**src/rtl/jam_perm_gen.sv**
```systemverilog
// jam_perm_gen: walks all N! job orders in lexicographic order,
// handing each one to the cost calculator over a start/done handshake.
module jam_perm_gen #(
    parameter int N  = 8,
    parameter int IW = 3,
    parameter int CW = 16
) (
    input  logic            CLK,
    input  logic            RST,
    input  logic            en,
    input  logic            cost_done,
    output logic            cost_start,
    output logic [N*IW-1:0] arrange,
    output logic [CW-1:0]   perm_cnt,
    output logic            busy,
    output logic            finish
);

    typedef enum logic [3:0] {
        IDLE,
        INIT,
        ISSUE,
        WAIT,
        PIVOT,
        SUCC,
        SWAP,
        REV,
        FINISH
    } state_t;

    localparam logic [IW:0] ONE  = (IW+1)'(1);
    localparam logic [IW:0] LAST = (IW+1)'(N-1);
    localparam logic [IW:0] PEN  = (IW+1)'(N-2);

    state_t state, state_n;

    logic [IW-1:0] a [N];
    logic [IW:0]   i, j, l, r;
    logic [IW-1:0] ai, ai1, aj, al, ar;

    assign ai  = a[i[IW-1:0]];
    assign ai1 = a[i[IW-1:0] + IW'(1)];
    assign aj  = a[j[IW-1:0]];
    assign al  = a[l[IW-1:0]];
    assign ar  = a[r[IW-1:0]];

    for (genvar g = 0; g < N; g++) begin : g_pack
        assign arrange[g*IW +: IW] = a[g];
    end

    assign cost_start = (state == ISSUE);
    assign finish     = (state == FINISH);
    assign busy       = (state != IDLE);

    always_comb begin
        state_n = state;
        unique case (state)
            IDLE:   if (en) state_n = INIT;
            INIT:   state_n = ISSUE;
            ISSUE:  state_n = WAIT;
            WAIT:   if (cost_done) state_n = PIVOT;
            PIVOT: begin
                if (ai < ai1)
                    state_n = SUCC;
                else if (i == '0)
                    state_n = FINISH;
            end
            SUCC:   if (aj > ai) state_n = SWAP;
            SWAP:   state_n = REV;
            REV:    if (!(l < r)) state_n = ISSUE;
            FINISH: state_n = IDLE;
            default: state_n = IDLE;
        endcase
    end

    always_ff @(posedge CLK) begin
        if (RST) begin
            state    <= IDLE;
            perm_cnt <= '0;
            i        <= '0;
            j        <= '0;
            l        <= '0;
            r        <= '0;
            for (int k = 0; k < N; k++)
                a[k] <= IW'(k);
        end else begin
            state <= state_n;
            unique case (state)
                // FINISH preloads the identity so IDLE shows it on entry
                IDLE, INIT, FINISH: begin
                    perm_cnt <= '0;
                    for (int k = 0; k < N; k++)
                        a[k] <= IW'(k);
                end
                ISSUE: begin
                    if (perm_cnt != '1)
                        perm_cnt <= perm_cnt + CW'(1);
                end
                WAIT: begin
                    i <= PEN;
                end
                PIVOT: begin
                    if (ai < ai1)
                        j <= LAST;
                    else if (i != '0)
                        i <= i - ONE;
                end
                SUCC: begin
                    if (!(aj > ai))
                        j <= j - ONE;
                end
                SWAP: begin
                    a[i[IW-1:0]] <= aj;
                    a[j[IW-1:0]] <= ai;
                    l <= i + ONE;
                    r <= LAST;
                end
                REV: begin
                    if (l < r) begin
                        a[l[IW-1:0]] <= ar;
                        a[r[IW-1:0]] <= al;
                        l <= l + ONE;
                        r <= r - ONE;
                    end
                end
                default: ;
            endcase
        end
    end

endmodule

```
**config.mk**
```make
export PLATFORM = sky130hd
export DESIGN_NAME = jam_perm_gen
export DESIGN_NICKNAME = d
export VERILOG_FILES = /design/src/rtl/jam_perm_gen.sv
export SDC_FILE = /design/constraint.sdc
export NUM_CORES = 1
export LEC_CHECK = 0
export CAP_MARGIN = 5
export CORE_MARGIN = 3
export CORE_UTILIZATION = 30
export DETAILED_ROUTE_END_ITERATION = 10
export PLACE_DENSITY = 0.49
export SYNTH_ARGS = -nofsm -noshare
export SYNTH_HDL_FRONTEND = slang
export SYNTH_SLANG_ARGS = --single-unit
```
**constraint.sdc**
```tcl
create_clock -name CLK -period 3.85 [get_ports CLK]
set_input_delay 0.5775 -clock CLK [delete_from_list [all_inputs] [get_ports CLK]]
set_output_delay 0.5775 -clock CLK [all_outputs]
set_load 0.05 [all_outputs]
```
Yosys cells after proc, flatten, opt, wreduce, memory -nomap -nowiden
Memories as Yosys holds them, arrays and structs flattened. A register that Yosys moved wholly into a read port is not among the register bits. Index checks and enable logic that the tools add are counted.

Input bits: 4. Logic and storage cells: 122. RAM bits: 24. Memories: 1. Register bits: 36.

Bitwise logic cells: 8. Reductions and logical operators: 18. Mux-type cells: 59. Add/subtract/negate cells: 7. $lt $le $gt $ge: 3. Eq/ne operators: 20.

Memories: a (words 8, width 3, rd ports 13, clocked after Yosys merged registers in 4, wr ports 8, RTL line 37) `logic [IW-1:0] a [N];`.

Operators by type and width (number): 3-bit 2-to-1 mux (24); 4-bit 2-to-1 mux (12); 16-bit case mux with 2 select lines (1); 4-bit case mux with 2 select lines (4); 4-bit case mux with 8 select lines (1); 2-bit != test, second input constant (9); 16-bit by 1-bit adder with 16-bit output, second input constant (1); 4-bit by 3-bit == test with 1-bit output, second input constant (4); 1-bit 2-to-1 mux (16); 16-bit 2-to-1 mux (1); 16-bit != test, second input constant (1); 3-bit OR reduction (5); 4-bit by 1-bit subtractor with 4-bit output, second input constant (3); 4-bit by 1-bit adder with 4-bit output, second input constant (2); 4-bit by 2-bit == test with 1-bit output, second input constant (2); 4-bit logical NOT (2); 1-bit bitwise OR (8); 2-bit nonzero test (4); 4-bit nonzero test (2); 3-bit AND reduction (2); 5-bit AND reduction (1); 4-bit by 1-bit == test with 1-bit output, second input constant (1); 4-bit == test, second input constant (1); 4-bit less-than comparator (1); other kinds (6) (7).

Longest topological paths before layout
Gate-level depths: netlist (run 1).

Depth in word-level cells: 8. Mapped depth: 12. Mapped depth without buffers: 10.

Worst setup path after synthesis (run 1)
OpenSTA, ideal clock, no wires.

Kind: register -> register. Start point: reg i[0]. End point: reg with a tool-made name. Cell stages (with the launch flop): 13. Data required time: 3.747 ns. Clock period less this slack: 3.057 ns. Arrival time: 2.955 ns. Library setup time: 0.103 ns. Setup slack: 0.793 ns. Path buffers: 2. Cells stage by stage: dfxtp_1 -> buf_2 -> clkinv_1 -> ha_1 -> buf_6 -> mux4_2 -> mux2i_1 -> ha_1 -> a21o_1 -> or4_1 -> o21ai_1 -> nor2_1 -> a311oi_1.

RTL lines: start: declaration (RTL line 38) `logic [IW:0] i, j, l, r;`; start signal: assignment (RTL line 106) `i <= i - ONE;`.

==> impl_results.html, run 1 <==
<table>
<tr><th>Metric</th><th>Value</th></tr>
<tr><th colspan="2">Run status</th></tr>
<tr><td>Result of the run</td><td>completed</td></tr>
<tr><th colspan="2">Worst setup path</th></tr>
<tr><td>Delay contributed by the slowest stage of the critical path</td><td>600 ps</td></tr>
<tr><td>Crit Path Class</td><td>reg -&gt; reg</td></tr>
<tr><td>Cells along the critical path</td><td>inv_1 -&gt; ha_1 -&gt; mux4_2 -&gt; mux2i_1 -&gt; ha_1 -&gt; a21o_1 -&gt; or4_1 -&gt; o21ai_1 -&gt; nor2_1 -&gt; a311oi_1</td></tr>
<tr><td>Most used cell along the critical path</td><td>sky130_fd_sc_hd__ha_1</td></tr>
<tr><td>Register-to-Register Path Depth</td><td>10</td></tr>
<tr><td>Setup crit start kind</td><td>register</td></tr>
<tr><td>Worst-path maximum fanout</td><td>7</td></tr>
<tr><td>CP max-delay cell</td><td>sky130_fd_sc_hd__ha_1</td></tr>
<tr><td>Signal arrival time at the worst endpoint</td><td>3700 ps</td></tr>
<tr><td>R2R Path Start</td><td>i[1]</td></tr>
<tr><td>Required time reported for the critical path endpoint</td><td>4080 ps</td></tr>
<tr><td>Type of destination of the critical path</td><td>register</td></tr>
<tr><td>Count of buffer and inverter cells on the critical path</td><td>1</td></tr>
<tr><td>Flop-to-flop setup slack</td><td>370 ps</td></tr>
<tr><td>Dominant delay contributor by cell family on the critical path</td><td>adder cells</td></tr>
<tr><th colspan="2">GRT</th></tr>
<tr><td>Global-route wire length before repair</td><td>24500 um</td></tr>
<tr><td>Global-route usage over all layers</td><td>17.4%</td></tr>
<tr><td>Via count of the first global-routing pass</td><td>4192</td></tr>
<tr><td>Maximum number of pins on one net before global-route repair</td><td>34</td></tr>
<tr><td>Initial antenna violation count</td><td>0</td></tr>
<tr><td>Global-route congestion overflow total</td><td>0</td></tr>
<tr><th colspan="2">Min path</th></tr>
<tr><td>Worst Hold Endpoint</td><td>perm_cnt[10]</td></tr>
<tr><td>Hold path startpoint</td><td>perm_cnt[10]</td></tr>
<tr><td>Class of the tightest hold or removal check</td><td>reg -&gt; reg</td></tr>
<tr><td>Depth of the worst hold-timing path</td><td>1</td></tr>
<tr><th colspan="2">Placed design</th></tr>
<tr><td>Port Buffer Count</td><td>46</td></tr>
<tr><td>HPWL after detailed placement</td><td>11400 um</td></tr>
<tr><td>Final RePlAce weighted congestion</td><td>0.824</td></tr>
<tr><th colspan="2">Detailed routing</th></tr>
<tr><td>DRT Wirelength</td><td>15400 um</td></tr>
<tr><td>Detailed-route DRC error count</td><td>0</td></tr>
<tr><td>Via count</td><td>4317</td></tr>
<tr><td>Number of iterations in the first detailed-routing pass</td><td>5</td></tr>
<tr><td>Average wire per standard cell</td><td>20.0 um</td></tr>
<tr><td>Number of nets with antenna violations after routing</td><td>0</td></tr>
<tr><td>First-iteration detailed-routing DRC count</td><td>373</td></tr>
<tr><td>Routed via count divided by cell count</td><td>5.61</td></tr>
<tr><th colspan="2">Synth</th></tr>
<tr><td>Top area cells in the synthesized netlist</td><td>sky130_fd_sc_hd__dfxtp_1, sky130_fd_sc_hd__edfxtp_1, sky130_fd_sc_hd__mux4_2</td></tr>
<tr><td>Avg Synthesized Cell Area</td><td>9.71 sq um</td></tr>
<tr><td>Commonest cells in the netlist</td><td>sky130_fd_sc_hd__dfxtp_1, sky130_fd_sc_hd__nand2_1, sky130_fd_sc_hd__nor2_1</td></tr>
<tr><td>Post-synth net total</td><td>531</td></tr>
<tr><td>Number of warning messages in the yosys log</td><td>0</td></tr>
<tr><td>Sequential share of the synthesized area</td><td>33.4%</td></tr>
<tr><td>Library cell with the highest instance count after synthesis</td><td>sky130_fd_sc_hd__dfxtp_1</td></tr>
<tr><td>Area leader, netlist</td><td>sky130_fd_sc_hd__dfxtp_1</td></tr>
<tr><td>Cell area after synthesis</td><td>4980 sq um</td></tr>
<tr><td>Post-synthesis register bit count</td><td>71</td></tr>
<tr><td>Main flop type after synthesis</td><td>sky130_fd_sc_hd__dfxtp_1</td></tr>
<tr><td>Number of instances in the synthesized netlist</td><td>513</td></tr>
<tr><td>Number of enable-type register cells in the synthesized netlist</td><td>24</td></tr>
<tr><td>Share of async-settable or async-resettable flops after synthesis</td><td>0%</td></tr>
<tr><td>Synth top area share</td><td>18.9%</td></tr>
<tr><td>Distinct cells, synth</td><td>67</td></tr>
<tr><th colspan="2">Final layout</th></tr>
<tr><td>Share of post-route cells with drive strength above 1</td><td>13.9%</td></tr>
<tr><td>Number of nets in the final layout</td><td>567</td></tr>
<tr><td>Total inserted antenna cells</td><td>0</td></tr>
<tr><td>Share of the core filled with cells in the final layout</td><td>36.5%</td></tr>
<tr><td>FILL cells</td><td>1581</td></tr>
<tr><td>Layout overhead on the synthesized area</td><td>17.7%</td></tr>
<tr><th colspan="2">Pwr</th></tr>
<tr><td>Lkg Pwr</td><td>1.84 nW</td></tr>
<tr><td>Areal power density over the cells</td><td>540 nW/um^2</td></tr>
<tr><td>Worst supply voltage drop on vdd</td><td>0.209 mV</td></tr>
<tr><th colspan="2">Floorplan</th></tr>
<tr><td>Die Span Y</td><td>135 um</td></tr>
<tr><td>Die Area</td><td>18200 sq um</td></tr>
<tr><td>Initial core utilization</td><td>31.0%</td></tr>
<tr><td>Top-Level Pins</td><td>47</td></tr>
<tr><td>Core region area</td><td>16100 sq um</td></tr>
<tr><td>Site Rows</td><td>46</td></tr>
<tr><td>Horiz. Die Dim</td><td>135 um</td></tr>
<tr><th colspan="2">Clock network</th></tr>
<tr><td>Clk sink count</td><td>71</td></tr>
<tr><td>Number of buffers inserted by post-CTS setup repair</td><td>0</td></tr>
<tr><td>PostCTS Resize Cnt</td><td>0</td></tr>
<tr><td>TritonCTS Buffers</td><td>9</td></tr>
<tr><td>Clk_lat worst skew</td><td>340 ps</td></tr>
<tr><td>H-tree Lvls</td><td>3</td></tr>
<tr><td>Clock transition at the registers of the reported paths</td><td>60 ps</td></tr>
<tr><td>Clock tree from TritonCTS</td><td>built</td></tr>
<tr><td>Maximum clock path buffer count</td><td>2</td></tr>
<tr><td>Cell at the root of the clock tree</td><td>sky130_fd_sc_hd__clkbuf_16</td></tr>
<tr><td>Post-CTS Hold Fix Bufs</td><td>0</td></tr>
<tr><th colspan="2">STA</th></tr>
<tr><td>Max-slew violations</td><td>0</td></tr>
<tr><td>Max_slew headroom</td><td>46.2%</td></tr>
<tr><td>Measured slew at the worst slew-check pin</td><td>807 ps</td></tr>
<tr><td>Final hold viol count</td><td>0</td></tr>
<tr><td>Setup TNS</td><td>0 ps</td></tr>
<tr><td>Worst clock skew</td><td>7.59 ps</td></tr>
<tr><td>Final worst hold slack</td><td>526 ps</td></tr>
<tr><td>Unrepaired setup endpoints after global routing</td><td>no</td></tr>
<tr><td>Upper clock frequency limit</td><td>288 MHz</td></tr>
<tr><td>Final clock period utilization by the worst path</td><td>90.3%</td></tr>
<tr><td>Minimum period implied by the final worst setup slack</td><td>3480 ps</td></tr>
<tr><td>Final Setup Violations</td><td>0</td></tr>
<tr><th colspan="2">Flow run</th></tr>
<tr><td>Number of max-cap violations</td><td>0</td></tr>
</table>
-- cells in the final DEF, fill, tap and decap left out, types with 7 or more instances in the layout --
cell type                         instances
sky130_fd_sc_hd__ha_1                    14
sky130_fd_sc_hd__mux2i_1                 17
sky130_fd_sc_hd__buf_4                    7
sky130_fd_sc_hd__xor2_1                   8
sky130_fd_sc_hd__a21oi_1                 18
sky130_fd_sc_hd__clkdlybuf4s50_1         46
sky130_fd_sc_hd__a22oi_1                  8
sky130_fd_sc_hd__nand3_1                 21
sky130_fd_sc_hd__nor3_1                  18
sky130_fd_sc_hd__and2_1                   8
sky130_fd_sc_hd__nor2_1                  39
sky130_fd_sc_hd__inv_1                   16
sky130_fd_sc_hd__nand2b_1                 9
sky130_fd_sc_hd__dfxtp_1                 47
sky130_fd_sc_hd__o21ai_0                 25
sky130_fd_sc_hd__nand2_1                 46
sky130_fd_sc_hd__nand3b_1                 7
sky130_fd_sc_hd__mux4_2                  30
sky130_fd_sc_hd__clkbuf_16                9
sky130_fd_sc_hd__o22ai_1                 13
sky130_fd_sc_hd__o2111ai_1                8
sky130_fd_sc_hd__a31oi_1                  8
sky130_fd_sc_hd__and3_1                   7
sky130_fd_sc_hd__mux2_2                   8
sky130_fd_sc_hd__edfxtp_1                24
-- stage by stage --
step | cell area (sq um) | instances | power, W | worst slack [ps]
2_1_floorplan | 4980 | 513 | 0.00197 | 793
3_3_place_gp | 5600 | 754 | 0.00238 | 362
3_5_place_dp | 5600 | 754 | 0.00239 | 367
4_1_cts | 5860 | 770 | 0.00318 | 362
5_1_grt | 5860 | 770 | 0.00334 | 102
6_report | 5860 | 770 | 0.00317 | 375
-- worst reg2reg max path, cell delays in order, from the launching register on --
cell,delay [ps]
sky130_fd_sc_hd__dfxtp_1,470
sky130_fd_sc_hd__inv_1,240
sky130_fd_sc_hd__ha_1,600
sky130_fd_sc_hd__mux4_2,380
sky130_fd_sc_hd__mux2i_1,150
sky130_fd_sc_hd__ha_1,260
sky130_fd_sc_hd__a21o_1,240
sky130_fd_sc_hd__or4_1,410
sky130_fd_sc_hd__o21ai_1,230
sky130_fd_sc_hd__nor2_1,70
sky130_fd_sc_hd__a311oi_1,320
-- worst max-delay path by stage --
| stage | from | to | slack (ps) | cells after the start |
|---|---|---|---|---|
| 2_1_floorplan | i[0] | register | 790 | 12 |
| 4_1_cts | i[1] | j[1] | 360 | 10 |
| 5_1_grt | i[1] | j[1] | 100 | 10 |
| 3_3_place_gp | i[1] | register | 360 | 10 |
| 3_5_place_dp | i[1] | register | 370 | 10 |
| 6_report | i[1] | register | 370 | 10 |
-- layer usage --
metal,part of all wire (%),routed length [um],track usage (%)
met3,6.5,1000,3.84
met5,0,0,0
met1,46,7010,23.9
met4,2.8,431,7.58
met2,45,6960,26.3
-- layout make-up --
type | count | area, sq um | area share [%]
clock buffer | 13 | 250 | 4.27
inverter | 18 | 67.6 | 1.15
timing repair buffer | 53 | 513 | 8.75
clock inverter | 3 | 18.8 | 0.320
sequential | 71 | 1660 | 28.3
multi-input combinational | 396 | 3080 | 52.6
tap | 216 | 270 | 4.61
-- report_power, final --
group          switching, W  internal (W)  total [W]
combinational      0.000808      0.000507    0.00132
sequential         0.000193      0.000878    0.00107
clock              0.000328      0.000454   0.000782
total               0.00133       0.00184    0.00317
-- kinds of logic (layout without fill, tap and decap cells) --
family / after synthesis / count (layout) / synth area share, %
fa+ha+maj: 14 / 14 / 3.52
buf+inv: 46 / 87 / 4.75
mux: 58 / 58 / 19.7
flops: 71 / 71 / 33.4
simple gates: 194 / 194 / 20.4
compound gates: 117 / 117 / 16.0
xor+xnor: 13 / 13 / 2.29
(Power assumes the default switching activity.)
==> run 2, diff against run 1 <==
Settings changed: CORE_UTILIZATION 30 to 32, PLACE_DENSITY 0.49 to 0.52.
==> run 2 against run 1 <==
  * Non-clock buffer count is 1 lower
  * Critical path depth stayed put
  * Fmax shrank 1.2%
  * Highest routed layer unchanged
  * Core utilization rose by 3.1 points
  * Routed wire length down 2.6%
  * Die area is 6.0% lower
  * Hold slack improved by 11 ps
  * Clock power grew 16%
  * Power rose by 3.2%
  * Setup slack worse by 42 ps
==> impl_results.html, run 2 (same netlist as run 1, synthesis figures left out) <==
<table>
<tr><th>Metric</th><th>Value</th></tr>
<tr><th colspan="2">Clock network</th></tr>
<tr><td>PostCTS Resize Cnt</td><td>0</td></tr>
<tr><td>Clk sink count</td><td>71</td></tr>
<tr><td>Cell at the root of the clock tree</td><td>sky130_fd_sc_hd__clkbuf_16</td></tr>
<tr><td>Number of buffers inserted by post-CTS setup repair</td><td>0</td></tr>
<tr><td>H-tree Lvls</td><td>3</td></tr>
<tr><td>Clock tree from TritonCTS</td><td>built</td></tr>
<tr><td>Post-CTS Hold Fix Bufs</td><td>0</td></tr>
<tr><td>TritonCTS Buffers</td><td>9</td></tr>
<tr><td>Clk_lat worst skew</td><td>350 ps</td></tr>
<tr><td>Maximum clock path buffer count</td><td>2</td></tr>
<tr><td>Clock transition at the registers of the reported paths</td><td>60 ps</td></tr>
<tr><th colspan="2">Final layout</th></tr>
<tr><td>Total inserted antenna cells</td><td>0</td></tr>
<tr><td>FILL cells</td><td>1471</td></tr>
<tr><td>Share of post-route cells with drive strength above 1</td><td>14.1%</td></tr>
<tr><td>Most frequent standard cell in the layout excluding fill and tap cells</td><td>sky130_fd_sc_hd__dfxtp_1</td></tr>
<tr><td>Commonest cells after routing, fill and taps aside</td><td>sky130_fd_sc_hd__dfxtp_1, sky130_fd_sc_hd__nand2_1, sky130_fd_sc_hd__clkdlybuf4s50_1</td></tr>
<tr><td>Number of nets in the final layout</td><td>566</td></tr>
<tr><td>Layout overhead on the synthesized area</td><td>18.1%</td></tr>
<tr><td>Post-layout instance area</td><td>5880 sq um</td></tr>
<tr><td>Share of the core filled with cells in the final layout</td><td>39.6%</td></tr>
<tr><th colspan="2">Detailed routing</th></tr>
<tr><td>DRT Wirelength</td><td>15000 um</td></tr>
<tr><td>First-iteration detailed-routing DRC count</td><td>352</td></tr>
<tr><td>Number of nets with antenna violations after routing</td><td>0</td></tr>
<tr><td>Via count</td><td>4326</td></tr>
<tr><td>Routed via count divided by cell count</td><td>5.87</td></tr>
<tr><td>Average wire per standard cell</td><td>20.4 um</td></tr>
<tr><td>Number of iterations in the first detailed-routing pass</td><td>7</td></tr>
<tr><td>Detailed-route DRC error count</td><td>0</td></tr>
<tr><th colspan="2">Worst setup path</th></tr>
<tr><td>Setup crit start kind</td><td>register</td></tr>
<tr><td>Flop-to-flop setup slack</td><td>330 ps</td></tr>
<tr><td>Register-to-Register Path Depth</td><td>10</td></tr>
<tr><td>Worst-path maximum fanout</td><td>7</td></tr>
<tr><td>Signal arrival time at the worst endpoint</td><td>3730 ps</td></tr>
<tr><td>Type of destination of the critical path</td><td>register</td></tr>
<tr><td>Required time reported for the critical path endpoint</td><td>4070 ps</td></tr>
<tr><td>R2R Path Start</td><td>i[1]</td></tr>
<tr><td>Launch point of the critical path</td><td>i[1]</td></tr>
<tr><td>Crit Path Class</td><td>reg -&gt; reg</td></tr>
<tr><th colspan="2">Placed design</th></tr>
<tr><td>Port Buffer Count</td><td>46</td></tr>
<tr><td>Post-detailed-placement cell area</td><td>5560 sq um</td></tr>
<tr><td>Final RePlAce weighted congestion</td><td>0.907</td></tr>
<tr><td>HPWL after detailed placement</td><td>11300 um</td></tr>
<tr><th colspan="2">GRT</th></tr>
<tr><td>Maximum number of pins on one net before global-route repair</td><td>34</td></tr>
<tr><td>Global-route usage over all layers</td><td>18.1%</td></tr>
<tr><td>Via count of the first global-routing pass</td><td>4141</td></tr>
<tr><td>Initial antenna violation count</td><td>0</td></tr>
<tr><td>Global-route congestion overflow total</td><td>0</td></tr>
<tr><td>Global-route wire length before repair</td><td>23700 um</td></tr>
<tr><th colspan="2">STA</th></tr>
<tr><td>Worst clock skew</td><td>7.40 ps</td></tr>
<tr><td>Max_slew headroom</td><td>49.6%</td></tr>
<tr><td>Unrepaired setup endpoints after global routing</td><td>no</td></tr>
<tr><td>Setup TNS</td><td>0 ps</td></tr>
<tr><td>Final hold viol count</td><td>0</td></tr>
<tr><td>Minimum period implied by the final worst setup slack</td><td>3520 ps</td></tr>
<tr><td>Final clock period utilization by the worst path</td><td>91.4%</td></tr>
<tr><td>Measured slew at the worst slew-check pin</td><td>751 ps</td></tr>
<tr><td>Max-slew violations</td><td>0</td></tr>
<tr><td>Final Setup Violations</td><td>0</td></tr>
<tr><td>Upper clock frequency limit</td><td>284 MHz</td></tr>
<tr><th colspan="2">Pwr</th></tr>
<tr><td>Lkg Pwr</td><td>1.86 nW</td></tr>
<tr><td>Worst supply voltage drop on vdd</td><td>0.245 mV</td></tr>
<tr><td>Areal power density over the cells</td><td>556 nW/um^2</td></tr>
<tr><td>Pwr Total</td><td>0.00327 W</td></tr>
<tr><th colspan="2">Floorplan</th></tr>
<tr><td>Die Area</td><td>17100 sq um</td></tr>
<tr><td>Site Rows</td><td>44</td></tr>
<tr><td>Initial core utilization</td><td>33.5%</td></tr>
<tr><td>Die Span Y</td><td>131 um</td></tr>
<tr><td>Top-Level Pins</td><td>47</td></tr>
<tr><td>Horiz. Die Dim</td><td>131 um</td></tr>
<tr><td>Core region area</td><td>14900 sq um</td></tr>
<tr><th colspan="2">Run status</th></tr>
<tr><td>Result of the run</td><td>completed</td></tr>
<tr><th colspan="2">Min path</th></tr>
<tr><td>Class of the tightest hold or removal check</td><td>reg -&gt; reg</td></tr>
<tr><th colspan="2">Flow run</th></tr>
<tr><td>Number of max-cap violations</td><td>0</td></tr>
</table>
[run 2: cell types whose count changed in the layout (fill, tap and decap cells not counted), moves of 2 or more]
cell,change
sky130_fd_sc_hd__buf_4,-2
sky130_fd_sc_hd__clkinv_4,+3
sky130_fd_sc_hd__clkbuf_1,-3
sky130_fd_sc_hd__bufinv_16,+2
[run 2: per-stage QoR]
step | std cells | worst slack [ps] | hold WS, ps
final | 737 | 332 | 537
after global routing | 737 | 80.8 | 568
after CTS | 737 | 359 | 539
after detailed placement | 721 | 396 | 522
after global placement | 721 | 525 | 502
after floorplan | 513 | 793 | 492
[run 2: worst min path at each step]
stage                       startpoint            to  slack (ps)  depth (start not counted)
final                     perm_cnt[11]  perm_cnt[11]         540                          2
after CTS                 perm_cnt[10]  perm_cnt[10]         540                          1
after global routing       perm_cnt[6]   perm_cnt[6]         570                          2
after detailed placement  perm_cnt[12]  perm_cnt[12]         520                          2
after global placement    perm_cnt[10]  perm_cnt[10]         500                          1
after floorplan                   l[3]          l[3]         490                          2
[run 2: report_power, final]
group	switching (W)	internal, W
registers	0.000205	0.000878
logic	0.000774	0.000502
clock network	0.000342	0.000568
[run 2: worst max-delay path, cell delays in order (launching register included)]
cell and delay (ps):
sky130_fd_sc_hd__dfxtp_1 480, sky130_fd_sc_hd__inv_1 230, sky130_fd_sc_hd__ha_1 580, sky130_fd_sc_hd__mux4_2 360
sky130_fd_sc_hd__mux2i_1 180, sky130_fd_sc_hd__ha_1 270, sky130_fd_sc_hd__a21o_1 230, sky130_fd_sc_hd__or4_1 410
sky130_fd_sc_hd__o21ai_1 210, sky130_fd_sc_hd__nor2_1 70, sky130_fd_sc_hd__a311oi_1 360
[run 2: area by class of cell]
type / count / area, sq um / area share [%]
inverter: 18 / 67.6 / 1.15
multi-input combinational: 396 / 3080 / 52.4
tap: 184 / 230 / 3.91
sequential: 71 / 1660 / 28.2
clock inverter: 7 / 97.6 / 1.66
clock buffer: 9 / 225 / 3.83
timing repair buffer: 52 / 518 / 8.80
[run 2: layer usage]
metal / global-route usage (%) / wire length [um] / vias up
li1: - / - / 2034
met1: 23.3 / 6480 / 2069
met2: 29.8 / 7240 / 195
met3: 4.07 / 962 / 28
met4: 6.47 / 323 / 0
met5: 0 / 0 / -
==> run 3, diff against run 2 <==
Settings changed: CORE_UTILIZATION 32 to 50, PLACE_DENSITY 0.52 to 0.73.
==> run 3 against run 2 <==
  * Largest power group unchanged
  * Global-route usage increased by 7.8 points
  * Critical path type unchanged
  * Core utilization increased by 20 points
  * Highest routed layer unchanged
  * Via count increased by 3.1%
==> impl_results.html, run 3 (same netlist as run 1, synthesis figures left out) <==
<table>
<tr><th>Metric</th><th>Value</th></tr>
<tr><th colspan="2">STA</th></tr>
<tr><td>Worst clock skew</td><td>12.0 ps</td></tr>
<tr><td>Max_slew headroom</td><td>44.1%</td></tr>
<tr><td>Measured slew at the worst slew-check pin</td><td>827 ps</td></tr>
<tr><td>Unrepaired setup endpoints after global routing</td><td>no</td></tr>
<tr><td>Final worst hold slack</td><td>531 ps</td></tr>
<tr><td>Setup TNS</td><td>0 ps</td></tr>
<tr><td>Minimum period implied by the final worst setup slack</td><td>3370 ps</td></tr>
<tr><td>Final hold viol count</td><td>0</td></tr>
<tr><td>Upper clock frequency limit</td><td>296 MHz</td></tr>
<tr><td>Final clock period utilization by the worst path</td><td>87.7%</td></tr>
<tr><td>Final Setup Violations</td><td>0</td></tr>
<tr><td>Max-slew violations</td><td>0</td></tr>
<tr><th colspan="2">Detailed routing</th></tr>
<tr><td>Number of iterations in the first detailed-routing pass</td><td>5</td></tr>
<tr><td>DRT Wirelength</td><td>14300 um</td></tr>
<tr><td>Average wire per standard cell</td><td>20.9 um</td></tr>
<tr><td>Via count</td><td>4459</td></tr>
<tr><td>First-iteration detailed-routing DRC count</td><td>489</td></tr>
<tr><td>Routed via count divided by cell count</td><td>6.54</td></tr>
<tr><td>Number of nets with antenna violations after routing</td><td>0</td></tr>
<tr><td>Detailed-route DRC error count</td><td>0</td></tr>
<tr><th colspan="2">Clock network</th></tr>
<tr><td>H-tree Lvls</td><td>3</td></tr>
<tr><td>Clock transition at the registers of the reported paths</td><td>80 ps</td></tr>
<tr><td>PostCTS Resize Cnt</td><td>0</td></tr>
<tr><td>TritonCTS Buffers</td><td>9</td></tr>
<tr><td>Clock tree from TritonCTS</td><td>built</td></tr>
<tr><td>Clk_lat worst skew</td><td>350 ps</td></tr>
<tr><td>Cell at the root of the clock tree</td><td>sky130_fd_sc_hd__clkbuf_8</td></tr>
<tr><td>Number of buffers inserted by post-CTS setup repair</td><td>0</td></tr>
<tr><td>Clk sink count</td><td>71</td></tr>
<tr><td>Post-CTS Hold Fix Bufs</td><td>0</td></tr>
<tr><td>Maximum clock path buffer count</td><td>2</td></tr>
<tr><th colspan="2">Worst setup path</th></tr>
<tr><td>Flop-to-flop setup slack</td><td>480 ps</td></tr>
<tr><td>Type of destination of the critical path</td><td>register</td></tr>
<tr><td>R2R Path Start</td><td>i[1]</td></tr>
<tr><td>Most used cell along the critical path</td><td>sky130_fd_sc_hd__ha_1</td></tr>
<tr><td>Worst-path maximum fanout</td><td>7</td></tr>
<tr><td>Dominant delay contributor by cell family on the critical path</td><td>adder cells</td></tr>
<tr><td>Setup crit start kind</td><td>register</td></tr>
<tr><td>Required time reported for the critical path endpoint</td><td>4100 ps</td></tr>
<tr><td>Signal arrival time at the worst endpoint</td><td>3620 ps</td></tr>
<tr><td>Cells along the critical path</td><td>inv_1 -&gt; ha_1 -&gt; mux4_2 -&gt; mux2i_1 -&gt; ha_1 -&gt; a21o_1 -&gt; or4_1 -&gt; o21ai_1 -&gt; nor2_1 -&gt; a311oi_1</td></tr>
<tr><td>Crit Path Class</td><td>reg -&gt; reg</td></tr>
<tr><td>Count of buffer and inverter cells on the critical path</td><td>1</td></tr>
<tr><td>Delay contributed by the slowest stage of the critical path</td><td>540 ps</td></tr>
<tr><td>CP max-delay cell</td><td>sky130_fd_sc_hd__ha_1</td></tr>
<tr><td>Register-to-Register Path Depth</td><td>10</td></tr>
<tr><th colspan="2">Floorplan</th></tr>
<tr><td>Initial core utilization</td><td>52.7%</td></tr>
<tr><td>Die Area</td><td>11200 sq um</td></tr>
<tr><td>Core region area</td><td>9460 sq um</td></tr>
<tr><td>Site Rows</td><td>35</td></tr>
<tr><td>Horiz. Die Dim</td><td>106 um</td></tr>
<tr><td>Die Span Y</td><td>106 um</td></tr>
<tr><td>Top-Level Pins</td><td>47</td></tr>
<tr><th colspan="2">GRT</th></tr>
<tr><td>Initial antenna violation count</td><td>0</td></tr>
<tr><td>Via count of the first global-routing pass</td><td>4330</td></tr>
<tr><td>Global-route congestion overflow total</td><td>0</td></tr>
<tr><td>Global-route wire length before repair</td><td>23000 um</td></tr>
<tr><td>Global-route usage over all layers</td><td>25.8%</td></tr>
<tr><td>Maximum number of pins on one net before global-route repair</td><td>34</td></tr>
<tr><th colspan="2">Final layout</th></tr>
<tr><td>Number of nets in the final layout</td><td>566</td></tr>
<tr><td>Area used by multi-input combinational logic</td><td>3080 sq um</td></tr>
<tr><td>Layout overhead on the synthesized area</td><td>14.0%</td></tr>
<tr><td>Total inserted antenna cells</td><td>0</td></tr>
<tr><td>Most frequent standard cell in the layout excluding fill and tap cells</td><td>sky130_fd_sc_hd__dfxtp_1</td></tr>
<tr><td>Sequential cell area</td><td>1660 sq um</td></tr>
<tr><td>Share of post-route cells with drive strength above 1</td><td>13.9%</td></tr>
<tr><td>Commonest cells after routing, fill and taps aside</td><td>sky130_fd_sc_hd__dfxtp_1, sky130_fd_sc_hd__nand2_1, sky130_fd_sc_hd__clkdlybuf4s50_1</td></tr>
<tr><td>FILL cells</td><td>830</td></tr>
<tr><th colspan="2">Flow run</th></tr>
<tr><td>Number of max-cap violations</td><td>0</td></tr>
<tr><th colspan="2">Pwr</th></tr>
<tr><td>Switching power summed over all nets</td><td>0.00128 W</td></tr>
<tr><td>Switching share of power</td><td>42.6%</td></tr>
<tr><td>Worst supply voltage drop on vdd</td><td>0.203 mV</td></tr>
<tr><td>Lkg Pwr</td><td>1.81 nW</td></tr>
<tr><td>Areal power density over the cells</td><td>527 nW/um^2</td></tr>
<tr><td>Combinational fraction of design power</td><td>43.3%</td></tr>
<tr><td>Portion of total power attributed to the clock network</td><td>20.6%</td></tr>
<tr><td>Sequential Power Share</td><td>36.1%</td></tr>
<tr><td>P_int</td><td>0.00172 W</td></tr>
<tr><th colspan="2">Placed design</th></tr>
<tr><td>Final RePlAce weighted congestion</td><td>0.920</td></tr>
<tr><td>HPWL after detailed placement</td><td>10400 um</td></tr>
<tr><td>Port Buffer Count</td><td>46</td></tr>
<tr><th colspan="2">Min path</th></tr>
<tr><td>Worst Hold Endpoint</td><td>perm_cnt[10]</td></tr>
<tr><td>Depth of the worst hold-timing path</td><td>1</td></tr>
<tr><td>Class of the tightest hold or removal check</td><td>reg -&gt; reg</td></tr>
<tr><td>Hold path startpoint</td><td>perm_cnt[10]</td></tr>
<tr><th colspan="2">Run status</th></tr>
<tr><td>Result of the run</td><td>completed</td></tr>
</table>
[run 3: cell count changes in the layout (fill, tap and decap cells not counted)]
cell | before | now
sky130_fd_sc_hd__clkbuf_1 | 0 | 2
sky130_fd_sc_hd__bufinv_16 | 2 | 1
sky130_fd_sc_hd__inv_4 | 0 | 1
sky130_fd_sc_hd__buf_12 | 1 | 0
sky130_fd_sc_hd__clkbuf_8 | 0 | 11
sky130_fd_sc_hd__clkinv_2 | 0 | 1
sky130_fd_sc_hd__clkinv_4 | 3 | 0
sky130_fd_sc_hd__clkbuf_16 | 9 | 0
sky130_fd_sc_hd__clkinvlp_4 | 1 | 0
sky130_fd_sc_hd__clkinv_1 | 3 | 2
sky130_fd_sc_hd__buf_4 | 5 | 6
[run 3: layout make-up]
type	count	share of cell area [%]
Timing Repair Buffer	52	8.90
Sequential cell	71	29.3
Clock buffer	13	2.80
Inverter	18	1.19
Tap cell	129	2.84
Clock inverter	3	0.727
Multi-Input combinational cell	396	54.3
[run 3: per-layer routing]
metal / part of all wire, % / routed length (um) / vias up / GRT usage [%]
li1: - / - / 2028 / -
met1: 41 / 5860 / 2145 / 34.4
met2: 48 / 6820 / 240 / 42.0
met3: 8.8 / 1260 / 46 / 5.02
met4: 2.2 / 319 / 0 / 9.34
met5: 0 / 0 / - / 0
[run 3: worst max path at each step]
stage / from / end / slack, ps / cells past startpoint
finish: i[1] / register / 480 / 10
global placement: register / state[0] / 610 / 10
global route: i[1] / j[1] / 240 / 10
CTS: i[1] / j[1] / 510 / 10
floorplan: i[0] / register / 790 / 12
detailed placement: i[1] / register / 530 / 10
[run 3: power by group through the flow]
| stage | Sequential (W) | Clock [W] | Combinational, W |
|---|---|---|---|
| after floorplan | 0.00111 | 0 | 0.000858 |
| after global placement | 0.00108 | 0 | 0.00125 |
| after detailed placement | 0.00109 | 0 | 0.00128 |
| after CTS | 0.00107 | 0.000619 | 0.00128 |
| after global routing | 0.00109 | 0.000659 | 0.00139 |
| final | 0.00108 | 0.000617 | 0.00129 |
[run 3: through the flow]
stage | instance area [sq um] | utilization [%] | setup slack (ps) | total power (W) | std cells
floorplan | 4980 | - | 793 | 0.00197 | 513
global placement | 5480 | 57.9 | 613 | 0.00233 | 666
detailed placement | 5480 | 57.9 | 525 | 0.00236 | 666
CTS | 5680 | 60.0 | 513 | 0.00297 | 682
global route | 5680 | 60.0 | 243 | 0.00314 | 682
finish | 5680 | 60.0 | 475 | 0.00299 | 682
